==> src/rtl/gshare_pht.sv <==
// Gshare pattern history table: valid bits and saturating counters with a global history register.
// Define PHT_GSHARE_EN to hash the lookup index with the history; otherwise index_i is used directly.
module gshare_pht #(
  parameter int INDEX_WIDTH = 4,
  parameter int CTR_WIDTH   = 2,
  parameter int HIST_WIDTH  = 2
) (
  input  logic                   clk_i,
  input  logic                   rst_i,
  input  logic                   en_i,
  input  logic                   is_branch_i,
  input  logic [INDEX_WIDTH-1:0] index_i,
  input  logic                   update_en_i,
  input  logic                   last_taken_i,
  input  logic                   fallback_i,
  output logic                   taken_o,
  output logic                   hit_o,
  output logic [HIST_WIDTH-1:0]  ghr_o
);

  localparam int SIZE = 2 ** INDEX_WIDTH;
  localparam logic [CTR_WIDTH-1:0] CTR_MAX = '1;
  localparam logic [CTR_WIDTH-1:0] WEAK_T  = {1'b1, {(CTR_WIDTH-1){1'b0}}};
  localparam logic [CTR_WIDTH-1:0] WEAK_NT = {1'b0, {(CTR_WIDTH-1){1'b1}}};

  logic [CTR_WIDTH-1:0]   ctr_q [SIZE];
  logic [SIZE-1:0]        valid_q;
  logic [INDEX_WIDTH-1:0] last_q;
  logic [HIST_WIDTH-1:0]  ghr_q;

  logic [INDEX_WIDTH-1:0] lookup_idx;
  logic [HIST_WIDTH-1:0]  ghr_next;
  logic [CTR_WIDTH-1:0]   upd_ctr;
  logic                   alloc;
  logic                   upd;

`ifdef PHT_GSHARE_EN
  logic [INDEX_WIDTH-1:0] ghr_ext;

  always_comb begin
    ghr_ext = '0;
    ghr_ext[HIST_WIDTH-1:0] = ghr_q;
  end

  assign lookup_idx = index_i ^ ghr_ext;
`else
  assign lookup_idx = index_i;
`endif

  generate
    if (HIST_WIDTH > 1) begin : g_hist_multi
      assign ghr_next = {ghr_q[HIST_WIDTH-2:0], last_taken_i};
    end else begin : g_hist_single
      assign ghr_next = last_taken_i;
    end
  endgenerate

  assign hit_o   = valid_q[lookup_idx];
  assign taken_o = hit_o ? ctr_q[lookup_idx][CTR_WIDTH-1] : fallback_i;
  assign ghr_o   = ghr_q;

  assign alloc = en_i & is_branch_i & ~hit_o;
  assign upd   = en_i & update_en_i;

  // Saturating step computed from the stored value at the previous lookup's entry.
  always_comb begin
    upd_ctr = ctr_q[last_q];
    if (last_taken_i) begin
      if (ctr_q[last_q] != CTR_MAX) upd_ctr = ctr_q[last_q] + 1'b1;
    end else begin
      if (ctr_q[last_q] != '0) upd_ctr = ctr_q[last_q] - 1'b1;
    end
  end

  // The update write comes after the allocation write so it wins on a same-entry collision,
  // while the allocation still sets the valid bit.
  always_ff @(posedge clk_i or posedge rst_i) begin
    if (rst_i) begin
      for (int i = 0; i < SIZE; i++) ctr_q[i] <= '0;
      valid_q <= '0;
      last_q  <= '0;
      ghr_q   <= '0;
    end else if (en_i) begin
      last_q <= lookup_idx;
      if (alloc) begin
        valid_q[lookup_idx] <= 1'b1;
        ctr_q[lookup_idx]   <= fallback_i ? WEAK_T : WEAK_NT;
      end
      if (upd) begin
        ctr_q[last_q] <= upd_ctr;
        ghr_q         <= ghr_next;
      end
    end
  end

endmodule

==> config.mk <==
export PLATFORM = sky130hd
export DESIGN_NAME = gshare_pht
export DESIGN_NICKNAME = d
export VERILOG_FILES = /design/src/rtl/gshare_pht.sv
export SDC_FILE = /design/constraint.sdc
export NUM_CORES = 1
export LEC_CHECK = 0
export BUFFER_PORTS_ARGS = -buffer_cell sky130_fd_sc_hd__buf_2
export CORE_MARGIN = 5
export CORE_UTILIZATION = 31
export CTS_CLUSTER_SIZE = 14
export DETAILED_ROUTE_END_ITERATION = 6
export PLACE_DENSITY_LB_ADDON = 0.25
export SLEW_MARGIN = 20
export SYNTH_ARGS = -nofsm -noshare
export SYNTH_HDL_FRONTEND = slang
export SYNTH_SLANG_ARGS = --single-unit
==> constraint.sdc <==
create_clock -name clk_i -period 2 [get_ports clk_i]
set_input_delay 0.3 -clock clk_i [delete_from_list [all_inputs] [get_ports clk_i]]
set_output_delay 0.3 -clock clk_i [all_outputs]
set_load 0.03 [all_outputs]
==> impl_metrics.py, run 1 <==
metrics = {
    "final_layout": {
        "diodes": 0,
        "layout.nets": 301,
        "drive_above_1_share": 0.3034,
        "fin_area_um2": 3691,
        "area_growth_pct": 19.34,
    },
    "routing": {
        "viasPerCell": 5.043,
        "vias": 2133,
        "drc_errors": 0,
        "route.final.wire_length_mm": 7.636,
        "antenna_left": 0,
        "firstDrtPassIters": 4,
        "wl_per_cell_um": 18.05,
        "drt_iter0_drc": 76,
    },
    "global_route": {
        "grt_pass1_vias": 2272,
        "grt_antenna_before_repair": 0,
        "grt_max_degree": 33,
        "globalRouteTotalUtil": 0.1351,
        "grt_overflow": 0,
        "grt_pass1_wl_mm": 12.57,
    },
    "sta": {
        "maxSlewViolCount": 0,
        "tightest_slew_ps": 643.7,
        "fin_crit_sh": 1.225,
        "hold_viol_final": 0,
        "setup_tns_ps": -641.7,
        "setup_ws_ps": -449.4,
        "fin_crit_ps": 2449,
        "rsz0062_at_grt": "true",
        "finClkSkew_ps": 9.109,
        "final-setup-viol-count": 2,
        "clock.fmax_ghz": 0.4083,
        "max-slew-margin-rel": 0.5708,
    },
    "pwr": {
        "p_total_w": 0.003733,
        "power_density_nw_per_um2": 1011,
        "switching_share": 0.3323,
        "net-switching-power_w": 0.001240,
        "power_frac_clock": 0.158,
        "max-vdd-ir-drop_mv": 0.3531,
        "p_comb_frac": 0.381,
        "seqPwrFrac": 0.461,
        "p_leak_nw": 1.666,
        "power_report.internal_total_w": 0.002493,
    },
    "synthesis": {
        "synthSimpleGateAreaFrac": 0.09021,
        "synth_area_um2": 3093,
        "synth_compound_area_frac": 0.04045,
        "synth_cells": 243,
        "syn_nets": 254,
        "avgSynthCellArea_um2": 12.73,
        "ys_seq_area_frac": 0.4369,
        "ys_ff_latch": 54,
        "synth-xor-area-share": 0,
        "synth_top_family_by_area": "multiplexers",
        "yosysWarnings": 0,
        "synth_fa_ha_area_frac": 0.01375,
        "synth.mux.area_fraction": 0.3924,
        "ys_types": 29,
    },
    "clocking": {
        "clockBufferDepth": 2,
        "cts-buffers-inserted": 5,
        "cts_tree": "built",
        "cts_num_sinks": 54,
        "cts_root_buf": "clkbuf_8",
        "hold_buffers": 0,
        "clk_pin_slew_worst_paths_ps": 90,
        "cts_htree_levels": 2,
        "clkLatencyLatePin_ps": 300,
    },
    "floorplanning": {
        "start_util": 0.3164,
        "rows": 36,
        "die_area_um2": 12070,
        "io_pins": 15,
        "die_y_um": 109.9,
        "core-area_um2": 9774,
        "die_width_um": 109.9,
    },
    "worst_setup_path": {
        "r2r_slack_ps": 10,
        "r2r.worst_path.cells": 5,
        "critical_path_class": "flop to output port",
        "cp-end-kind": "output port",
        "cp.arrival_ps": 2150,
        "path_max_fanout": 2,
        "startpoint_type": "flop",
        "cp-startpoint": "valid_q[15]$_DFFE_PP0P_",
        "cp.required_ps": 1700,
        "reg2reg_from": "last_q[1]$_DFFE_PP0P_",
        "cp-endpoint": "taken_o",
        "r2r-end": "ctr_q[14]$_DFFE_PP0P_",
    },
    "placed_design": {
        "dpl.hpwl_mm": 5.675,
        "placed_cell_area_um2": 3581,
        "place.port_buffers": 14,
        "gp_congestion": 0.8008,
    },
    "status": {
        "violations": "setup timing",
        "status": "finished, violations left",
    },
    "worst_hold_path": {
        "hp-class": "primary input to async pin",
    },
    "job": {
        "drv_cap": 0,
    },
}
cell families (layout without fill, tap and decap cells):
family / after synthesis / count (layout)
AOI/OAI and AO/OA: 17 / 17
adders and majority gates: 4 / 4
buffers and inverters: 19 / 66
DFF: 54 / 54
muxes: 96 / 96
and+or+nand+nor: 53 / 53
synthesized netlist by cell type (all sizes together):
master / count / area [um2]
mux2i: 71 / 710.7
mux2: 8 / 93.84
or2b: 1 / 7.510
nor2b: 3 / 18.77
and4: 1 / 8.760
nand4: 1 / 6.260
nand2b: 2 / 12.51
nand4b: 2 / 17.52
o21bai: 16 / 120.1
nand3: 4 / 20.02
and2: 1 / 6.260
nor2: 1 / 3.750
nor3: 17 / 85.08
mux4: 17 / 409.2
clkbuf: 12 / 45.04
inv: 2 / 7.510
nand4bb: 1 / 11.26
dfrtp: 54 / 1351
buf: 5 / 28.78
maj3: 4 / 42.54
o21ai: 1 / 5.000
or2: 1 / 6.260
nor3b: 2 / 15.01
nand2: 16 / 60.06
what timing repair did:
item / 4_1_cts / 5_1_grt
pin swaps: 1 / 2
endpoints found under the setup margin: 8 / 18
resized for setup: 3 / 6
hold endpoints to repair: 0 / 0
buffers inserted: 2 / 1
worst min-delay path by stage:
stage	from	end	slack, ps	cells past startpoint
after floorplan	valid_q[1]$_DFFE_PP0P_	valid_q[1]$_DFFE_PP0P_	430	1
after CTS	rst_i	ghr_o[1]$_DFFE_PP0P_	40	2
after global routing	rst_i	ctr_q[29]$_DFFE_PP0P_	70	2
after global placement	rst_i	valid_q[3]$_DFFE_PP0P_	360	2
final	rst_i	valid_q[3]$_DFFE_PP0P_	30	2
after detailed placement	rst_i	valid_q[3]$_DFFE_PP0P_	370	2
cells in the final DEF (no fill, tap or decap), types with 2 or more instances in the layout:
cell type / instances
o21bai_1: 16
dfrtp_1: 54
nor3_1: 17
mux2_2: 5
maj3_4: 2
mux2i_1: 71
buf_12: 2
clkbuf_8: 5
nand2b_1: 2
nand4b_1: 2
buf_2: 13
nor3b_1: 2
mux2_4: 3
buf_4: 41
mux4_2: 13
nand3_1: 4
nor2b_1: 3
mux4_1: 4
maj3_1: 2
nand2_1: 16
metrics by stage:
stage | utilization | setup WS [ps] | hold WS (ps) | cells
floorplan | - | -239.0 | 434.1 | 243
global placement | 0.3664 | -333.5 | 363.3 | 413
detailed placement | 0.3664 | -358.4 | 372.3 | 413
CTS | 0.3771 | -468.2 | 35.58 | 422
global route | 0.3776 | -501.2 | 66.23 | 423
finish | 0.3776 | -449.4 | 27.92 | 423
final cells by class:
type,instances,area (um2)
multi-input cells,170,1662
repair buffers,57,424.2
clock buffers,6,72.57
fillers,980,6083
flip-flops and latches,54,1351
inverters,2,7.507
clock inverters,1,7.507
well taps,133,166.4
sequential cells by signal, summed over array words and instances, names as in the netlist:
register / count
ghr_o: 2
valid_q: 16
ctr_q: 32
last_q: 4
worst max-delay path, cell delays in order (launching register included):
cell and delay [ps]:
dfrtp_1 410, mux4_2 490, mux4_2 500, mux2_4 320, buf_6 140
per-layer routing:
metal	vias up	wire length (um)	global-route usage
li1	1011	-	-
met1	1083	3980	0.2024
met2	35	3341	0.2054
met3	4	258	0.02408
met4	0	56	0.02404
met5	-	0	0
power groups by stage:
stage | Sequential (W) | Combinational, W | Clock [W]
6_report | 0.00172 | 0.00142 | 0.000590
5_1_grt | 0.00177 | 0.00156 | 0.000652
4_1_cts | 0.00172 | 0.00140 | 0.000617
3_5_place_dp | 0.00174 | 0.00137 | 0
3_3_place_gp | 0.00174 | 0.00134 | 0
2_1_floorplan | 0.00164 | 0.000996 | 0
Note: power is estimated with default switching activity, not from simulation.
==> inputs of run 2 (changes only) <==
--- a/config.mk
+++ b/config.mk
@@ -6,7 +6,7 @@
 export NUM_CORES = 1
 export LEC_CHECK = 0
 export BUFFER_PORTS_ARGS = -buffer_cell sky130_fd_sc_hd__buf_2
-export CORE_MARGIN = 5
+export CORE_MARGIN = 8
 export CORE_UTILIZATION = 31
 export CTS_CLUSTER_SIZE = 14
 export DETAILED_ROUTE_END_ITERATION = 6
==> run 2 against run 1 <==
The flow still finishes with violations (setup timing). Power increased by 0.89%. Cell area increased by 1.6%. Core utilization increased by 0.77 points. Sequential power about the same. Non-clock buffer count unchanged. Sequential cell count unchanged. Highest routed layer unchanged.
==> impl_metrics.py, run 2 (synthesis results as in run 1) <==
metrics = {
    "status": {
        "status": "finished, violations left",
        "violations": "setup timing",
    },
    "final_layout": {
        "drive_above_1_share": 0.3310,
        "diodes": 0,
        "regArea_um2": 1353,
        "utilization": 0.3853,
        "largest_reg_flops": 32,
        "fin_area_um2": 3749,
        "layout_common_cells": "69 x mux2i_1, 53 x dfrtp_1, 39 x buf_4",
        "fillers": 974,
        "largestRegisters": "ctr_q (32), valid_q (16), last_q (4)",
        "layout.nets": 301,
        "final_common_cell": "mux2i_1",
        "top_register": "ctr_q",
        "area_growth_pct": 21.20,
        "multi_input_area_um2": 1692,
    },
    "worst_setup_path": {
        "r2r-end": "ctr_q[18]$_DFFE_PP0P_",
        "cp.arrival_ps": 2170,
        "r2r_slack_ps": -10,
        "startpoint_type": "flop",
        "cp-end-kind": "output port",
        "path_max_fanout": 2,
        "r2r.worst_path.cells": 5,
        "cp.required_ps": 1700,
        "reg2reg_from": "last_q[1]$_DFFE_PP0P_",
        "critical_path_class": "flop to output port",
    },
    "global_route": {
        "grt_pass1_vias": 2240,
        "grt_overflow": 0,
        "grt_max_degree": 31,
        "grt_pass1_wl_mm": 12.69,
        "grt_antenna_before_repair": 0,
        "globalRouteTotalUtil": 0.1230,
    },
    "sta": {
        "fin_crit_sh": 1.235,
        "rsz0062_at_grt": "true",
        "tightest_slew_ps": 636.5,
        "hold_viol_final": 0,
        "clock.fmax_ghz": 0.4050,
        "max-slew-margin-rel": 0.5757,
        "finClkSkew_ps": 10.49,
        "fin_crit_ps": 2469,
        "final-setup-viol-count": 9,
        "maxSlewViolCount": 0,
        "setup_ws_ps": -469.4,
    },
    "floorplanning": {
        "die_area_um2": 13430,
        "rows": 36,
        "die_width_um": 115.9,
        "core-area_um2": 9729,
        "io_pins": 15,
        "start_util": 0.3179,
        "die_y_um": 115.9,
    },
    "placed_design": {
        "placed_cell_area_um2": 3558,
        "place_ws_ps": -363.5,
        "place.port_buffers": 14,
        "gp_congestion": 0.7498,
        "dpl.hpwl_mm": 5.772,
    },
    "worst_hold_path": {
        "hp-class": "primary input to flop",
        "min_path_cells": 2,
        "min_from": "index_i[3]",
        "hold-path-endpoint": "last_q[3]$_DFFE_PP0P_",
    },
    "clocking": {
        "cts_tree": "built",
        "clockBufferDepth": 2,
        "cts_root_buf": "clkbuf_8",
        "cts_num_sinks": 54,
        "cts-buffers-inserted": 5,
        "clkLatencyLatePin_ps": 310,
        "clk_pin_slew_worst_paths_ps": 100,
        "cts_htree_levels": 2,
    },
    "routing": {
        "viasPerCell": 5.069,
        "drc_errors": 0,
        "wl_per_cell_um": 18.39,
        "vias": 2144,
        "firstDrtPassIters": 4,
        "route.final.wire_length_mm": 7.780,
        "drt_iter0_drc": 148,
        "antenna_left": 0,
    },
    "pwr": {
        "p_leak_nw": 1.674,
        "p_total_w": 0.003766,
        "power_density_nw_per_um2": 1005,
        "max-vdd-ir-drop_mv": 0.3167,
    },
    "job": {
        "drv_cap": 0,
    },
}
run 2: timing repair:
item                                    in CTS  in global routing
gates resized for setup                      8                 12
hold buffers                                 1                  0
cloned                                       0                  1
setup buffers                                3                  1
endpoints found under the setup margin      13                 34
pin swaps                                    1                  3
hold endpoints to repair                     5                  0
run 2: how the worst max path moves through the flow:
stage                                       start  endpoint  slack (ps)  cells past startpoint
final                      valid_q[3]$_DFFE_PP0P_   taken_o        -470                      4
after global routing      valid_q[15]$_DFFE_PP0P_   taken_o        -530                      4
after CTS                  valid_q[3]$_DFFE_PP0P_   taken_o        -460                      4
after detailed placement               index_i[0]   taken_o        -360                      5
after global placement                 index_i[0]   taken_o        -340                      5
after floorplan                        index_i[0]   taken_o        -240                      4
run 2: routing by layer:
metal | vias to the layer above | share of wire | GRT usage
met4 | 0 | 0.0095 | 0.03630
met5 | - | 0 | 0
met3 | 6 | 0.034 | 0.01980
met2 | 39 | 0.45 | 0.1877
met1 | 1095 | 0.51 | 0.1743
li1 | 1004 | - | -
run 2: cell type report:
type / instances / area share
multi-input cells: 170 / 0.4513
flip-flops and latches: 54 / 0.3608
repair buffers: 57 / 0.1202
well taps: 133 / 0.04439
clock buffers: 6 / 0.01936
clock inverters: 1 / 0.002003
inverters: 2 / 0.002003
run 2: critical path, cell delays in order, from the launching register on:
cell,delay [ps]
dfrtp_1,410
mux4_2,490
mux4_2,500
mux2_4,320
buf_6,140
run 2: report_power, final:
part	internal, W	switching, W	total (W)
sequential	0.00147	0.000260	0.00173
combinational	0.000795	0.000656	0.00145
clock	0.000241	0.000347	0.000588
run 2: through the flow:
stage          TNS, ps  cells  hold WS (ps)
2_1_floorplan   -239.0    243         434.1
3_3_place_gp    -622.3    410         200.3
3_5_place_dp    -992.2    410         201.1
4_1_cts         -828.8    421         359.5
5_1_grt          -1763    423         380.7
6_report        -938.8    423         380.0
==> inputs of run 3 (changes only) <==
--- a/config.mk
+++ b/config.mk
@@ -7,7 +7,7 @@
 export LEC_CHECK = 0
 export BUFFER_PORTS_ARGS = -buffer_cell sky130_fd_sc_hd__buf_2
 export CORE_MARGIN = 8
-export CORE_UTILIZATION = 31
+export CORE_UTILIZATION = 45
 export CTS_CLUSTER_SIZE = 14
 export DETAILED_ROUTE_END_ITERATION = 6
 export PLACE_DENSITY_LB_ADDON = 0.25
==> run 3 against run 2 <==
The run still ends with setup timing left. Non-clock buffer count is 5 higher. Critical path type unchanged. Clock skew decreased by 5.3 ps. Core utilization grew 17 points. Combinational power grew 8%. Power is 3.7% higher. Count of clock-buffer cells in the layout unchanged. Fmax grew 0.27%.
==> impl_metrics.py, run 3 (synthesis results as in run 1) <==
metrics = {
    "status": {
        "status": "finished, violations left",
        "violations": "setup timing",
    },
    "routing": {
        "antenna_left": 0,
        "drc_errors": 0,
        "wl_per_cell_um": 20.64,
        "vias": 2216,
        "viasPerCell": 5.925,
        "route.final.wire_length_mm": 7.719,
        "drt_iter0_drc": 124,
        "firstDrtPassIters": 4,
    },
    "clocking": {
        "clk_pin_slew_worst_paths_ps": 90,
        "clkLatencyLatePin_ps": 310,
        "cts_root_buf": "clkbuf_8",
        "cts_tree": "built",
        "cts_htree_levels": 2,
        "cts_num_sinks": 54,
        "cts-buffers-inserted": 5,
        "clockBufferDepth": 2,
    },
    "pwr": {
        "p_leak_nw": 1.705,
        "power_density_nw_per_um2": 1050,
        "p_total_w": 0.003906,
        "max-vdd-ir-drop_mv": 0.3784,
    },
    "floorplanning": {
        "die_area_um2": 9782,
        "die_y_um": 98.91,
        "start_util": 0.4603,
        "io_pins": 15,
        "core-area_um2": 6719,
        "die_width_um": 98.91,
        "rows": 30,
    },
    "worst_setup_path": {
        "cp.required_ps": 1700,
        "path_max_fanout": 2,
        "cp.arrival_ps": 2160,
        "startpoint_type": "flop",
        "critical_path_class": "flop to output port",
        "cp-end-kind": "output port",
    },
    "global_route": {
        "grt_pass1_vias": 2307,
        "grt_overflow": 0,
        "globalRouteTotalUtil": 0.1619,
        "grt_antenna_before_repair": 0,
        "grt_max_degree": 52,
        "grt_pass1_wl_mm": 12.40,
    },
    "final_layout": {
        "final_common_cell": "mux2i_1",
        "area_growth_pct": 20.27,
        "layout.nets": 306,
        "fillers": 579,
        "largest_reg_flops": 32,
        "drive_above_1_share": 0.3265,
        "utilization": 0.5536,
        "largestRegisters": "ctr_q (32), valid_q (16), last_q (4)",
        "top_register": "ctr_q",
        "diodes": 0,
        "layout_common_cells": "69 x mux2i_1, 53 x dfrtp_1, 43 x buf_4",
        "regArea_um2": 1353,
        "multi_input_area_um2": 1685,
    },
    "sta": {
        "clock.fmax_ghz": 0.4061,
        "max-slew-margin-rel": 0.5260,
        "finClkSkew_ps": 5.207,
        "tightest_slew_ps": 711.0,
        "rsz0062_at_grt": "true",
        "maxSlewViolCount": 0,
        "setup_ws_ps": -462.6,
        "fin_crit_ps": 2463,
        "fin_crit_sh": 1.231,
        "holdWs_ps": 337.8,
        "final-setup-viol-count": 2,
        "hold_viol_final": 0,
    },
    "placed_design": {
        "dpl.hpwl_mm": 5.444,
        "place.port_buffers": 14,
        "gp_congestion": 0.8430,
    },
    "worst_hold_path": {
        "hp-class": "primary input to flop",
    },
    "job": {
        "drv_cap": 0,
    },
}
==> run 3: cell count changes in the layout (fill, tap and decap cells not counted), sizes merged <==
cell and change:
clkinvlp -1, buf +5
==> run 3: worst paths after layout <==
check	from	end	slack (ps)	cells after the start
worst min-delay path	index_i[3]	last_q[3]$_DFFE_PP0P_	340	2
worst max-delay path	valid_q[14]$_DFFE_PP0P_	taken_o	-460	4
min in group asynchronous	rst_i	valid_q[2]$_DFFE_PP0P_	400	3
max in group asynchronous	rst_i	last_q[1]$_DFFE_PP0P_	1090	4
worst min register to register	valid_q[10]$_DFFE_PP0P_	valid_q[10]$_DFFE_PP0P_	490	1
worst max register to register	last_q[1]$_DFFE_PP0P_	ctr_q[2]$_DFFE_PP0P_	10	5
==> run 3: through the flow <==
step                setup WS, ps  instance area (um2)  setup TNS (ps)  cells
floorplan                 -239.0                 3097          -239.0    243
finish                    -462.6                 3720          -850.7    374
CTS                       -466.5                 3650          -854.1    372
global placement          -327.8                 3522          -398.3    361
detailed placement        -389.7                 3522           -1122    361
global route              -511.4                 3720           -1306    374
==> run 3: where the power goes <==
part           switching [W]  internal [W]  total, W
clock network       0.000347      0.000268  0.000615
registers           0.000267       0.00147   0.00173
logic               0.000690      0.000865   0.00156
total                0.00130       0.00260   0.00391
==> run 3: critical path: stages (launching register included) <==
cell	delay, ps
dfrtp_1	410
mux4_2	480
mux4_2	510
mux2_4	320
buf_6	140
==> run 3: routing by layer <==
| layer | up-vias | share of wire | GRT usage | wire (um) |
|---|---|---|---|---|
| li1 | 1013 | - | - | - |
| met1 | 1136 | 0.46 | 0.2188 | 3555 |
| met2 | 59 | 0.47 | 0.2510 | 3635 |
| met3 | 8 | 0.052 | 0.03101 | 398 |
| met4 | 0 | 0.017 | 0.05903 | 130 |
| met5 | - | 0 | 0 | 0 |
==> run 3: cell type report <==
class | count | area share
repair buffers | 62 | 0.1322
inverters | 2 | 0.002018
well taps | 80 | 0.02691
flip-flops and latches | 54 | 0.3636
multi-input cells | 170 | 0.4531
clock buffers | 6 | 0.02220
==> run 3: what timing repair did <==
| item | 4_1_cts | 5_1_grt |
|---|---|---|
| hold buffers | 1 | 0 |
| gates resized for setup | 8 | 10 |
| endpoints found under the hold margin | 3 | 0 |
| cloned | 0 | 1 |
| setup endpoints to repair | 9 | 34 |
| setup buffers | 4 | 2 |
| pin swaps | 1 | 2 |
